--- src/rtl/pacman_pkg.sv ---
// pacman_pkg: shared game states, screen geometry and colour constants for the pacman pipeline.
package pacman_pkg;
  typedef enum logic [1:0] {IDLE, PLAY, WIN, OVER} state_t;
  localparam int SCREEN_W = 640;
  localparam int SCREEN_H = 480;
  localparam int DEF_CELL = 40;
  localparam int DEF_COLS = SCREEN_W / DEF_CELL;
  localparam int DEF_ROWS = SCREEN_H / DEF_CELL;
  localparam logic [7:0] COL_BG     = 8'h00;
  localparam logic [7:0] COL_PELLET = 8'hFC;
  localparam logic [7:0] COL_POWER  = 8'hFF;
endpackage

--- src/rtl/pellet_tracker_cell_index.sv ---
// cell_index: divides a 10-bit pixel coordinate by CELL with a comparator chain; ok flags idx < N.
module cell_index #(
  parameter int CELL = 40,
  parameter int N    = 16
) (
  input  logic [9:0] p,
  output logic [3:0] idx,
  output logic       ok
);
  always_comb begin
    idx = '0;
    for (int k = 1; k < N; k++) idx = idx + 4'(int'(p) >= k * CELL);
  end
  assign ok = int'(p) < N * CELL;
endmodule

--- src/rtl/pellet_tracker.sv ---
// pellet_tracker: clears pellets under pacman on move ticks, keeps score/win and drives pellet_fill.
// Optional power pellets in the four corner cells are enabled by defining PELLET_POWER_EN.
module pellet_tracker
  import pacman_pkg::*;
#(
  parameter int CELL       = DEF_CELL,
  parameter int COLS       = DEF_COLS,
  parameter int ROWS       = DEF_ROWS,
  parameter int PELLET_PTS = 10,
  parameter int DOT        = 4,
  parameter logic [COLS*ROWS-1:0] INIT_MAP = '1
) (
  input  logic        clk,
  input  logic        reset,
  input  logic        start,
  input  logic        ack,
  input  logic        lose,
  input  logic        move_tick,
  input  logic [9:0]  pac_x,
  input  logic [9:0]  pac_y,
  input  logic        bright,
  input  logic [9:0]  hCount,
  input  logic [9:0]  vCount,
  output logic [15:0] score,
  output logic        win,
  output logic        eat_pulse,
  output logic [7:0]  pellets_left,
  output logic        pellet_fill,
  output logic        power_active
);
  function automatic logic [7:0] popcount(input logic [COLS*ROWS-1:0] m);
    popcount = '0;
    for (int i = 0; i < COLS * ROWS; i++) popcount = popcount + 8'(m[i]);
  endfunction
  localparam logic [7:0] INIT_LEFT = popcount(INIT_MAP);

  state_t                 state_q;
  logic [COLS*ROWS-1:0]   bitmap_q;
  logic [15:0]            score_q, pts;
  logic [7:0]             left_q, s2_idx, r_idx;
  logic                   win_q, eat_q, v1_q, eat;
  logic [3:0]             col1_q, row1_q, xcol, yrow, hcol, vrow;
  logic                   xok, yok, hok, vok;
  logic [16:0]            sum;
  logic [10:0]            hc, vc;

  cell_index #(.CELL(CELL), .N(COLS)) u_px (.p(pac_x),  .idx(xcol), .ok(xok));
  cell_index #(.CELL(CELL), .N(ROWS)) u_py (.p(pac_y),  .idx(yrow), .ok(yok));
  cell_index #(.CELL(CELL), .N(COLS)) u_hx (.p(hCount), .idx(hcol), .ok(hok));
  cell_index #(.CELL(CELL), .N(ROWS)) u_vy (.p(vCount), .idx(vrow), .ok(vok));

  assign s2_idx = 8'(int'(row1_q) * COLS + int'(col1_q));
  assign eat    = v1_q && bitmap_q[s2_idx];
`ifdef PELLET_POWER_EN
  logic       corner, power_q;
  logic [8:0] pow_cnt_q;
  assign corner = s2_idx == 8'd0 || s2_idx == 8'(COLS - 1) ||
                  s2_idx == 8'((ROWS - 1) * COLS) || s2_idx == 8'(COLS * ROWS - 1);
  assign pts    = corner ? 16'd50 : 16'(PELLET_PTS);
`else
  assign pts    = 16'(PELLET_PTS);
`endif
  assign sum = {1'b0, score_q} + {1'b0, pts};

  always_ff @(posedge clk or negedge reset)
    if (!reset) begin
      state_q  <= IDLE;
      bitmap_q <= INIT_MAP;
      score_q  <= '0;
      left_q   <= INIT_LEFT;
      win_q    <= 1'b0;
      eat_q    <= 1'b0;
      v1_q     <= 1'b0;
      col1_q   <= '0;
      row1_q   <= '0;
    end else begin
      eat_q  <= eat;
      // a tick only survives into S2 if the game stays in PLAY at this edge
      v1_q   <= state_q == PLAY && !lose && left_q != 8'd0 && move_tick && xok && yok;
      col1_q <= xcol;
      row1_q <= yrow;
      if (eat) begin
        bitmap_q[s2_idx] <= 1'b0;
        score_q          <= sum[16] ? 16'hFFFF : sum[15:0];
        left_q           <= left_q - 8'd1;
      end
      case (state_q)
        IDLE: begin
          bitmap_q <= INIT_MAP;
          score_q  <= '0;
          left_q   <= INIT_LEFT;
          if (start) state_q <= PLAY;
        end
        PLAY:
          if (lose) state_q <= OVER;
          else if (left_q == 8'd0) begin
            state_q <= WIN;
            win_q   <= 1'b1;
          end
        default:
          if (ack) begin
            state_q <= IDLE;
            win_q   <= 1'b0;
          end
      endcase
    end

`ifdef PELLET_POWER_EN
  always_ff @(posedge clk or negedge reset)
    if (!reset) begin
      pow_cnt_q <= '0;
      power_q   <= 1'b0;
    end else if (state_q != PLAY || lose || left_q == 8'd0) begin
      pow_cnt_q <= '0;
      power_q   <= 1'b0;
    end else if (eat && corner) begin
      pow_cnt_q <= 9'd300;
      power_q   <= 1'b1;
    end else if (move_tick && pow_cnt_q != 9'd0) begin
      pow_cnt_q <= pow_cnt_q - 9'd1;
      power_q   <= pow_cnt_q != 9'd1;
    end
  assign power_active = power_q;
`else
  assign power_active = 1'b0;
`endif

  assign r_idx = 8'(int'(vrow) * COLS + int'(hcol));
  assign hc    = 11'(int'(hcol) * CELL + CELL / 2);
  assign vc    = 11'(int'(vrow) * CELL + CELL / 2);
  // |a - c| < DOT/2 written as two unsigned compares to avoid signed arithmetic
  assign pellet_fill = bright && hok && vok && bitmap_q[r_idx] &&
                       ({1'b0, hCount} + 11'(DOT / 2) > hc) && ({1'b0, hCount} < hc + 11'(DOT / 2)) &&
                       ({1'b0, vCount} + 11'(DOT / 2) > vc) && ({1'b0, vCount} < vc + 11'(DOT / 2));

  assign score        = score_q;
  assign win          = win_q;
  assign eat_pulse    = eat_q;
  assign pellets_left = left_q;
endmodule

--- config.mk ---
export PLATFORM = sky130hd
export DESIGN_NAME = pellet_tracker
export DESIGN_NICKNAME = d
export VERILOG_FILES = /design/src/rtl/pacman_pkg.sv /design/src/rtl/pellet_tracker_cell_index.sv /design/src/rtl/pellet_tracker.sv
export SDC_FILE = /design/constraint.sdc
export NUM_CORES = 1
export LEC_CHECK = 0
export CORE_MARGIN = 1
export CORE_UTILIZATION = 62
export CTS_CLUSTER_SIZE = 24
export DETAILED_ROUTE_END_ITERATION = 8
export GPL_ROUTABILITY_DRIVEN = 0
export PLACE_DENSITY = 0.82
export SYNTH_ARGS = -nofsm -noshare
export SYNTH_HDL_FRONTEND = slang
export SYNTH_SLANG_ARGS = --single-unit
--- constraint.sdc ---
create_clock -name clk -period 18.7 [get_ports clk]
set_input_delay 4.675 -clock clk [delete_from_list [all_inputs] [get_ports clk]]
set_output_delay 4.675 -clock clk [all_outputs]
set_load 0.005 [all_outputs]
* After elaboration in Yosys (flattened, before gate mapping)
Index checks and enable logic that the tools add are counted.
Operators by class: add/subtract/negate cells 58, multipliers 2, magnitude comparators 63, equal/unequal tests 5, multiplexer cells 22, bitwise gates (word level) 3, reduce and logical (&&, ||, !) cells 23
Operator list (count):
- two-way mux 192 bit | 2
- >= comparator 10 x 9 -> 1 bit, second input constant | 22
- bitwise AND 192 bit | 1
- inverter 192 bit | 1
- adder 4 x 1 -> 4 bit | 44
- >= comparator 10 x 8 -> 1 bit, second input constant | 12
- >= comparator 10 x 7 -> 1 bit, second input constant | 8
- >= comparator 10 bit, second input constant | 6
- two-way mux 16 bit | 3
- >= comparator 10 x 6 -> 1 bit, second input constant | 4
- adder 10 x 2 -> 11 bit, second input constant | 2
- adder 10 x 5 -> 11 bit, second input constant | 2
- adder 11 x 2 -> 11 bit, second input constant | 2
- > comparator 11 bit | 2
- < comparator 10 x 11 -> 1 bit | 2
- < comparator 10 bit, second input constant | 2
- < comparator 10 x 9 -> 1 bit, second input constant | 2
- < comparator 8 x 9 -> 1 bit, second input constant | 2
- adder 16 x 4 -> 17 bit, second input constant | 1
- adder 8 x 4 -> 8 bit | 2
- binary-select mux 1 bit (select 8 bit) | 2
- two-way mux 8 bit | 2
- logical AND 1 bit | 14
- multiplier 4 x 3 -> 7 bit, second input constant | 2
- 21 further kinds | 34
Word-level totals: bits in registers 229, input port bits 47, output and inout port bits 28, word-level logic and storage cells 185

* Longest topological paths before layout
Gate-level depths: netlist (run 1).
depth after elaboration 23, depth in mapped cells 30, gate-level depth less buffers 27

* Modules after synthesis
Synthesis (run 1) repeated with hierarchy kept, for this count alone.
Unflattened totals: cell total of the unflattened synthesis 1431, area total of the unflattened synthesis 15092.0 µm²
Modules (own cells, without submodules):
- pellet_tracker | instances 1, cells each 1211, area an instance 13297.8 µm², sequential area each 5973.2 µm²
- cell_index (u_hx ...) | instances 2, cells each 64, area an instance 509.2 µm², sequential area each 0.0 µm²
- cell_index (u_py ...) | instances 2, cells each 46, area an instance 387.9 µm², sequential area each 0.0 µm²

* Worst setup path after synthesis (run 1)
No wires, ideal clock.
path kind input port to output port, start point input hCount[8], end point output pellet_fill, arrival time 12100 ps, data required time 14025 ps, slack 1925 ps, stages 29, path buffers 5, path through clkbuf_1 or3_1 o21ai_0 fa_1 fa_1 fa_1 inv_1 fa_1 ha_1 inv_1 fa_1 buf_2 buf_2 buf_2 buf_2 inv_1 ha_1 ha_1 fa_1 nand3_1 xnor2_1 xnor2_1 ha_1 or3_1 o21ai_0 a21oi_1 maj3_1 a22oi_1 and4b_1
On the way: longest elaborated chain between the ends 23, elaborated cells on any way between the ends 46
Ends and longest elaborated chain:
- start: declaration | RTL line pellet_tracker.sv:22 | input logic [9:0] hCount,
- branches (longest 20 deep; another with >= comparator 10 x 6 -> 1 bit)
- logical AND 1 bit (*) (2 in series) | RTL line pellet_tracker.sv:133 | ({1'b0, hCount} + 11'(DOT / 2) > hc) && ({1'b0, hCount} < hc + 11'(DOT / 2)) &&
- logical AND 1 bit (*) | RTL line pellet_tracker.sv:134 | ({1'b0, vCount} + 11'(DOT / 2) > vc) && ({1'b0, vCount} < vc + 11'(DOT / 2));
- end: declaration | RTL line pellet_tracker.sv:28 | output logic pellet_fill,
Every way passes the cells marked *. The select of a mux whose other input is x is not followed.

* Worst setup path in the final report (run 1)
start point input hCount[7], end point output pellet_fill
Same word-level chain as after synthesis.

==> flow_summary.ini, run 1 <==
[pwr]
leakagePower_nw = 6.411
total_power_mw = 2.713
cellPowerDensity_nw_per_um2 = 158.1
irDropWorstVdd_v = 0.0002210

[routing]
firstDrtPassIters = 5
drcViolationCount = 0
wl_per_cell_um = 21.47
vias_per_cell = 6.671
route.vias.total = 12540
drtAntennaViolNets = 0
drt_iter0_markers = 1348
drt_wl_total_um = 40370

[final_layout]
num-nets-final = 1684
antenna_cells = 0
postLayoutCoreUtil_pct = 70.13
synthToLayoutAreaGrowth_pct = 10.61
drive_above_1_share_pct = 24.23

[synth]
ys_ff_latch = 229
yosys.area.top_type_share_pct = 32.86
syn_area_per_cell_um2 = 10.05
synth_most_common_cell = nor2_1
synthDistinctLibCells = 69
syn_inst = 1543
synthTopCellsByArea = dfstp_2 (33%), mux4_2 (14%), a21oi_1 (7.3%)
netlist_area_um2 = 15510
async_flop_share_pct = 100.0
synth_edf_count = 0
synth_fp_nets = 1691
netlist_top_cells_count = nor2_1 (252), a21oi_1 (226), dfstp_2 (194)
ys_seq_area_share_pct = 38.51
ys.flop_type = dfstp_2
synth_top_area_cell = dfstp_2
ys_warn_count = 0

[placed_design]
port_buffers = 67
dpl.hpwl_um = 26230

[status]
status = complete, no violations

[die]
io_pins = 75
die_h_um = 160.2
die_area_um2 = 25650
die_w_um = 160.2
core_area_um2 = 24460
initial_core_util_pct = 63.41
fp-row-count = 57

[clock_tree]
htreeDepth = 1
cts-buffers-inserted = 26
numClockSinks = 229
ctsResizeCount = 0
cts_tree = done
post_cts_buffers = 0
worst_skew_pair.late_latency_ns = 0.53
clk_pin_slew_ns = 0.06
cts-root-buf = clkbuf_16
cts_hold_buf = 0
clockBufferDepth = 3

[global_route]
grt_pass1_wl_um = 66260
overflow = 0
grt.total_usage_pct = 32.18
antenna_found_initial = 1
grt_pass1_vias = 12810
grt_max_degree = 212

[timing]
rsz0062_at_grt = no
slew_headroom_pct = 18.72
worstMarginPinSlew_ns = 1.213
slew_viol_final = 0
hold_violations = 0
holdWs_ns = 0.4890
setup_tns_ns = 0
setup_viol = 0
fin_crit_ns = 17.55
skew_ns = 0.008670
max_freq_ghz = 0.05698
fin_crit_sh_pct = 93.85

[setup_path]
crit_top_cell = fa_1
critPathSlowestCell = xnor2_2
cpPeakStageDelay_ns = 0.72
required_ns = 14.03
worstPathArrival_ns = 12.87
reg2reg_depth = 10
critPathMaxFanout = 18
critical_path_class = in -> out
cp-start-kind = primary input
endpoint_kind = primary output

[run]
cap_violations = 0

[worst_hold_path]
hold_path.class = reg -> reg
whs_path_depth = 2
==> routing by layer <==
metal	wire length [um]	vias up	GRT usage (%)	share of wire, %
met3	3489	106	6.416	8.6
met4	1231	2	12.73	3.0
met1	15870	6260	42.25	39
met5	13	-	0	0.032
met2	19760	615	52.83	49
li1	-	5558	-	-
==> worst max-delay path: cells and delay by family <==
family	cells	cell delay, ns
compound gates	6	0.77
xor+xnor	3	1.02
fa+ha+maj	10	4.04
buf+inv	3	1.22
simple gates	4	1.14
==> path summary, 6_finish.rpt <==
path	end	slack (ns)	startpoint
worst max-delay path	pellet_fill	1.15	hCount[7]
worst min-delay path	score[0]	0.49	score[0]
worst max register to register	bitmap_q[79]	13.89	col1_q[1]
worst min register to register	score[0]	0.49	score[0]
max in group asynchronous	bitmap_q[115]	13.22	reset
min in group asynchronous	col1_q[0]	4.14	reset
==> cell usage in the layout (no fill, tap or decap), types with 9 or more instances in the layout <==
cell type,netlist,routed
buf_4,10,13
a31oi_1,21,21
a21oi_1,226,226
a21o_1,15,15
nand2b_1,18,18
xor2_1,10,9
nand2_1,50,50
a22oi_1,9,9
xnor2_1,22,21
dfrtp_1,35,33
dfstp_2,194,194
clkinv_2,0,9
fa_1,32,31
clkbuf_16,0,28
nor3_1,56,52
ha_1,69,68
or2_2,9,9
mux2i_1,39,39
clkdlybuf4s50_1,0,66
and3_1,19,19
inv_1,53,53
nand3_1,22,22
or3_1,15,15
mux4_2,93,93
o21ai_0,42,42
nor2_1,252,251
==> flip-flops by register name, indices dropped and copies added (netlist names) <==
register,count
v1_q,1
pellets_left,8
score,16
win,1
col1_q,4
eat_pulse,1
bitmap_q,192
state_q,2
row1_q,4
==> stage by stage <==
step	cells	cell area (um^2)	setup slack, ns
floorplan	1543	15510	1.925
global placement	1832	16250	1.236
detailed placement	1832	16250	1.100
CTS	1880	17160	1.097
global route	1880	17160	0.6646
finish	1880	17160	1.151
==> logic make-up after synthesis <==
kind of cell | count (synthesis) | synth area share (%)
adders and majority gates | 103 | 9.825
DFF | 229 | 38.51
xor gates and xnor gates | 32 | 1.807
and+or+nand+nor | 492 | 14.71
buffers and inverters | 171 | 4.630
AOI/OAI and AO/OA | 378 | 14.11
muxes | 137 | 16.38
other | 1 | 0.02418
==> area by class of cell <==
cell class | count | area [um^2]
multi-input cells | 1143 | 8872
repair buffers | 81 | 792.0
fillers | 1752 | 7306
clock buffers | 36 | 790.8
flip-flops and latches | 229 | 5976
clock inverters | 12 | 113.9
inverters | 55 | 206.4
well taps | 324 | 405.4
==> where the power goes <==
part / internal [mW] / leakage [nW] / total [mW] / switching, mW
registers: 0.516 / 2.50 / 0.552 / 0.0364
logic: 0.650 / 3.45 / 1.63 / 0.983
clock network: 0.322 / 0.458 / 0.527 / 0.205
Power figures use the tool's default switching activity.
==> run 2: changes to the inputs <==
--- a/config.mk
+++ b/config.mk
@@ -6,11 +6,12 @@
 export NUM_CORES = 1
 export LEC_CHECK = 0
 export CORE_MARGIN = 1
-export CORE_UTILIZATION = 62
+export CORE_UTILIZATION = 63
+export CTS_BUF_LIST = sky130_fd_sc_hd__clkbuf_4
 export CTS_CLUSTER_SIZE = 24
 export DETAILED_ROUTE_END_ITERATION = 8
 export GPL_ROUTABILITY_DRIVEN = 0
-export PLACE_DENSITY = 0.82
+export PLACE_DENSITY = 0.83
 export SYNTH_ARGS = -nofsm -noshare
 export SYNTH_HDL_FRONTEND = slang
 export SYNTH_SLANG_ARGS = --single-unit
==> flow_summary.ini, run 2 (same netlist as run 1, synthesis figures left out) <==
[routing]
highest_layer = met4
drcViolationCount = 0
drtAntennaViolNets = 0
route.vias.total = 12830
drt_iter0_markers = 1404
met1Wirelength_um = 15340
wl_met2_um = 19600
wl_per_cell_um = 20.59
vias_per_cell = 6.589
drt_wl_total_um = 40080
dr_wl_met3_um = 3784
firstDrtPassIters = 9

[timing]
fin_crit_ns = 17.65
hold_violations = 0
max_freq_ghz = 0.05667
setup_viol = 0
layout_setup_ws_ns = 1.053
worstMarginPinSlew_ns = 1.259
rsz0062_at_grt = no
slew_viol_final = 0
setup_tns_ns = 0
slew_headroom_pct = 16.06
fin_crit_sh_pct = 94.37
skew_ns = 0.09020

[setup_path]
cpPeakStageDelay_ns = 0.80
required_ns = 14.03
cp-start-kind = primary input
critical_path_class = in -> out
critPathMaxFanout = 18
crit_top_cell = fa_1
worstPathArrival_ns = 12.97
critPathSlowestCell = xnor2_2
endpoint_kind = primary output

[clock_tree]
cts_tree = done
post_cts_buffers = 0
cts_hold_buf = 0
ctsResizeCount = 0
htreeDepth = 2
worst_skew_pair.late_latency_ns = 0.76
numClockSinks = 229
clockBufferDepth = 3
cts-buffers-inserted = 61
clk_pin_slew_ns = 0.05
cts-root-buf = clkbuf_4

[global_route]
grt.total_usage_pct = 32.39
grt_pass1_wl_um = 65270
grt_pass1_vias = 12860
antenna_found_initial = 2
overflow = 0
grt_max_degree = 122

[placed_design]
pre_cts_slack_ns = 1.025
port_buffers = 67
dpl.hpwl_um = 25750

[final_layout]
synthToLayoutAreaGrowth_pct = 9.664
drive_above_1_share_pct = 25.66
regArea_um2 = 5976
layout_commonest_cell = nor2_1
largest_register_ffs = 192
multi_input_area_um2 = 8872
num-nets-final = 1719
top_register = bitmap_q
final_cell_mix = nor2_1 (251), a21oi_1 (226), dfstp_2 (194), mux4_2 (93), clkbuf_4 (78)
fillers = 1782

[pwr]
cellPowerDensity_nw_per_um2 = 153.5
leakagePower_nw = 6.389
total_power_mw = 2.611
irDropWorstVdd_v = 0.0002819

[worst_hold_path]
hold_path.class = reg -> reg

[run]
cap_violations = 0

[die]
die_h_um = 158.9
die_area_um2 = 25250
core_area_um2 = 24250
io_pins = 75
initial_core_util_pct = 63.97
fp-row-count = 57
die_w_um = 158.9

[status]
status = complete, no violations
-- run 2: cell count changes in the layout (fill, tap and decap cells not counted), sizes merged --
| cell | before | now |
|---|---|---|
| diode | 0 | 2 |
| clkbuf | 37 | 78 |
| clkinvlp | 0 | 1 |
| buf | 14 | 15 |
| clkinv | 11 | 34 |
| bufinv | 2 | 1 |
-- run 2: per-layer routing --
layer  vias to the layer above  global-route usage, %
li1                       5673                      -
met2                       690                  52.41
met5                         -                      0
met1                      6345                  42.72
met3                       121                  6.374
met4                         0                  14.47
-- run 2: final timing paths --
| check | start | to | slack (ns) | depth (start not counted) |
|---|---|---|---|---|
| setup / recovery | hCount[6] | pellet_fill | 1.05 | 26 |
| hold / removal | score[0] | score[0] | 0.50 | 2 |
| setup reg to reg | col1_q[1] | bitmap_q[117] | 13.94 | 10 |
| hold reg to reg | score[0] | score[0] | 0.50 | 2 |
| max in group asynchronous | reset | bitmap_q[32] | 12.68 | 3 |
| min in group asynchronous | reset | col1_q[2] | 4.04 | 1 |
-- run 2: power breakdown --
part	switching, mW	internal, mW
Sequential	0.0353	0.516
Clock	0.223	0.212
Combinational	0.981	0.644
Total	1.24	1.37
-- run 2: worst max-delay path, delay by kind of cell --
kind / cells / cell delay, ns
compound gates: 6 / 0.76
xor+xnor: 3 / 1.11
fa+ha+maj: 10 / 4.07
buf+inv: 3 / 1.24
simple gates: 4 / 1.13
-- run 2: per-stage QoR --
step / instance area, um^2 / utilization [%] / instances / hold slack [ns]
after floorplan: 15510 / - / 1543 / 0.4726
after global placement: 16240 / 66.98 / 1832 / 0.4894
after detailed placement: 16240 / 66.98 / 1832 / 0.4960
after CTS: 17010 / 70.13 / 1945 / 0.5099
after global routing: 17010 / 70.14 / 1946 / 0.5206
final: 17010 / 70.15 / 1947 / 0.5028
-- run 2: final cells by class --
class,count,share of cell area [%]
tap,324,2.383
clock buffer,78,3.442
inverter,55,1.214
timing repair buffer,81,4.590
antenna,2,0.02942
clock inverter,35,1.052
multi-input combinational,1143,52.16
sequential,229,35.13
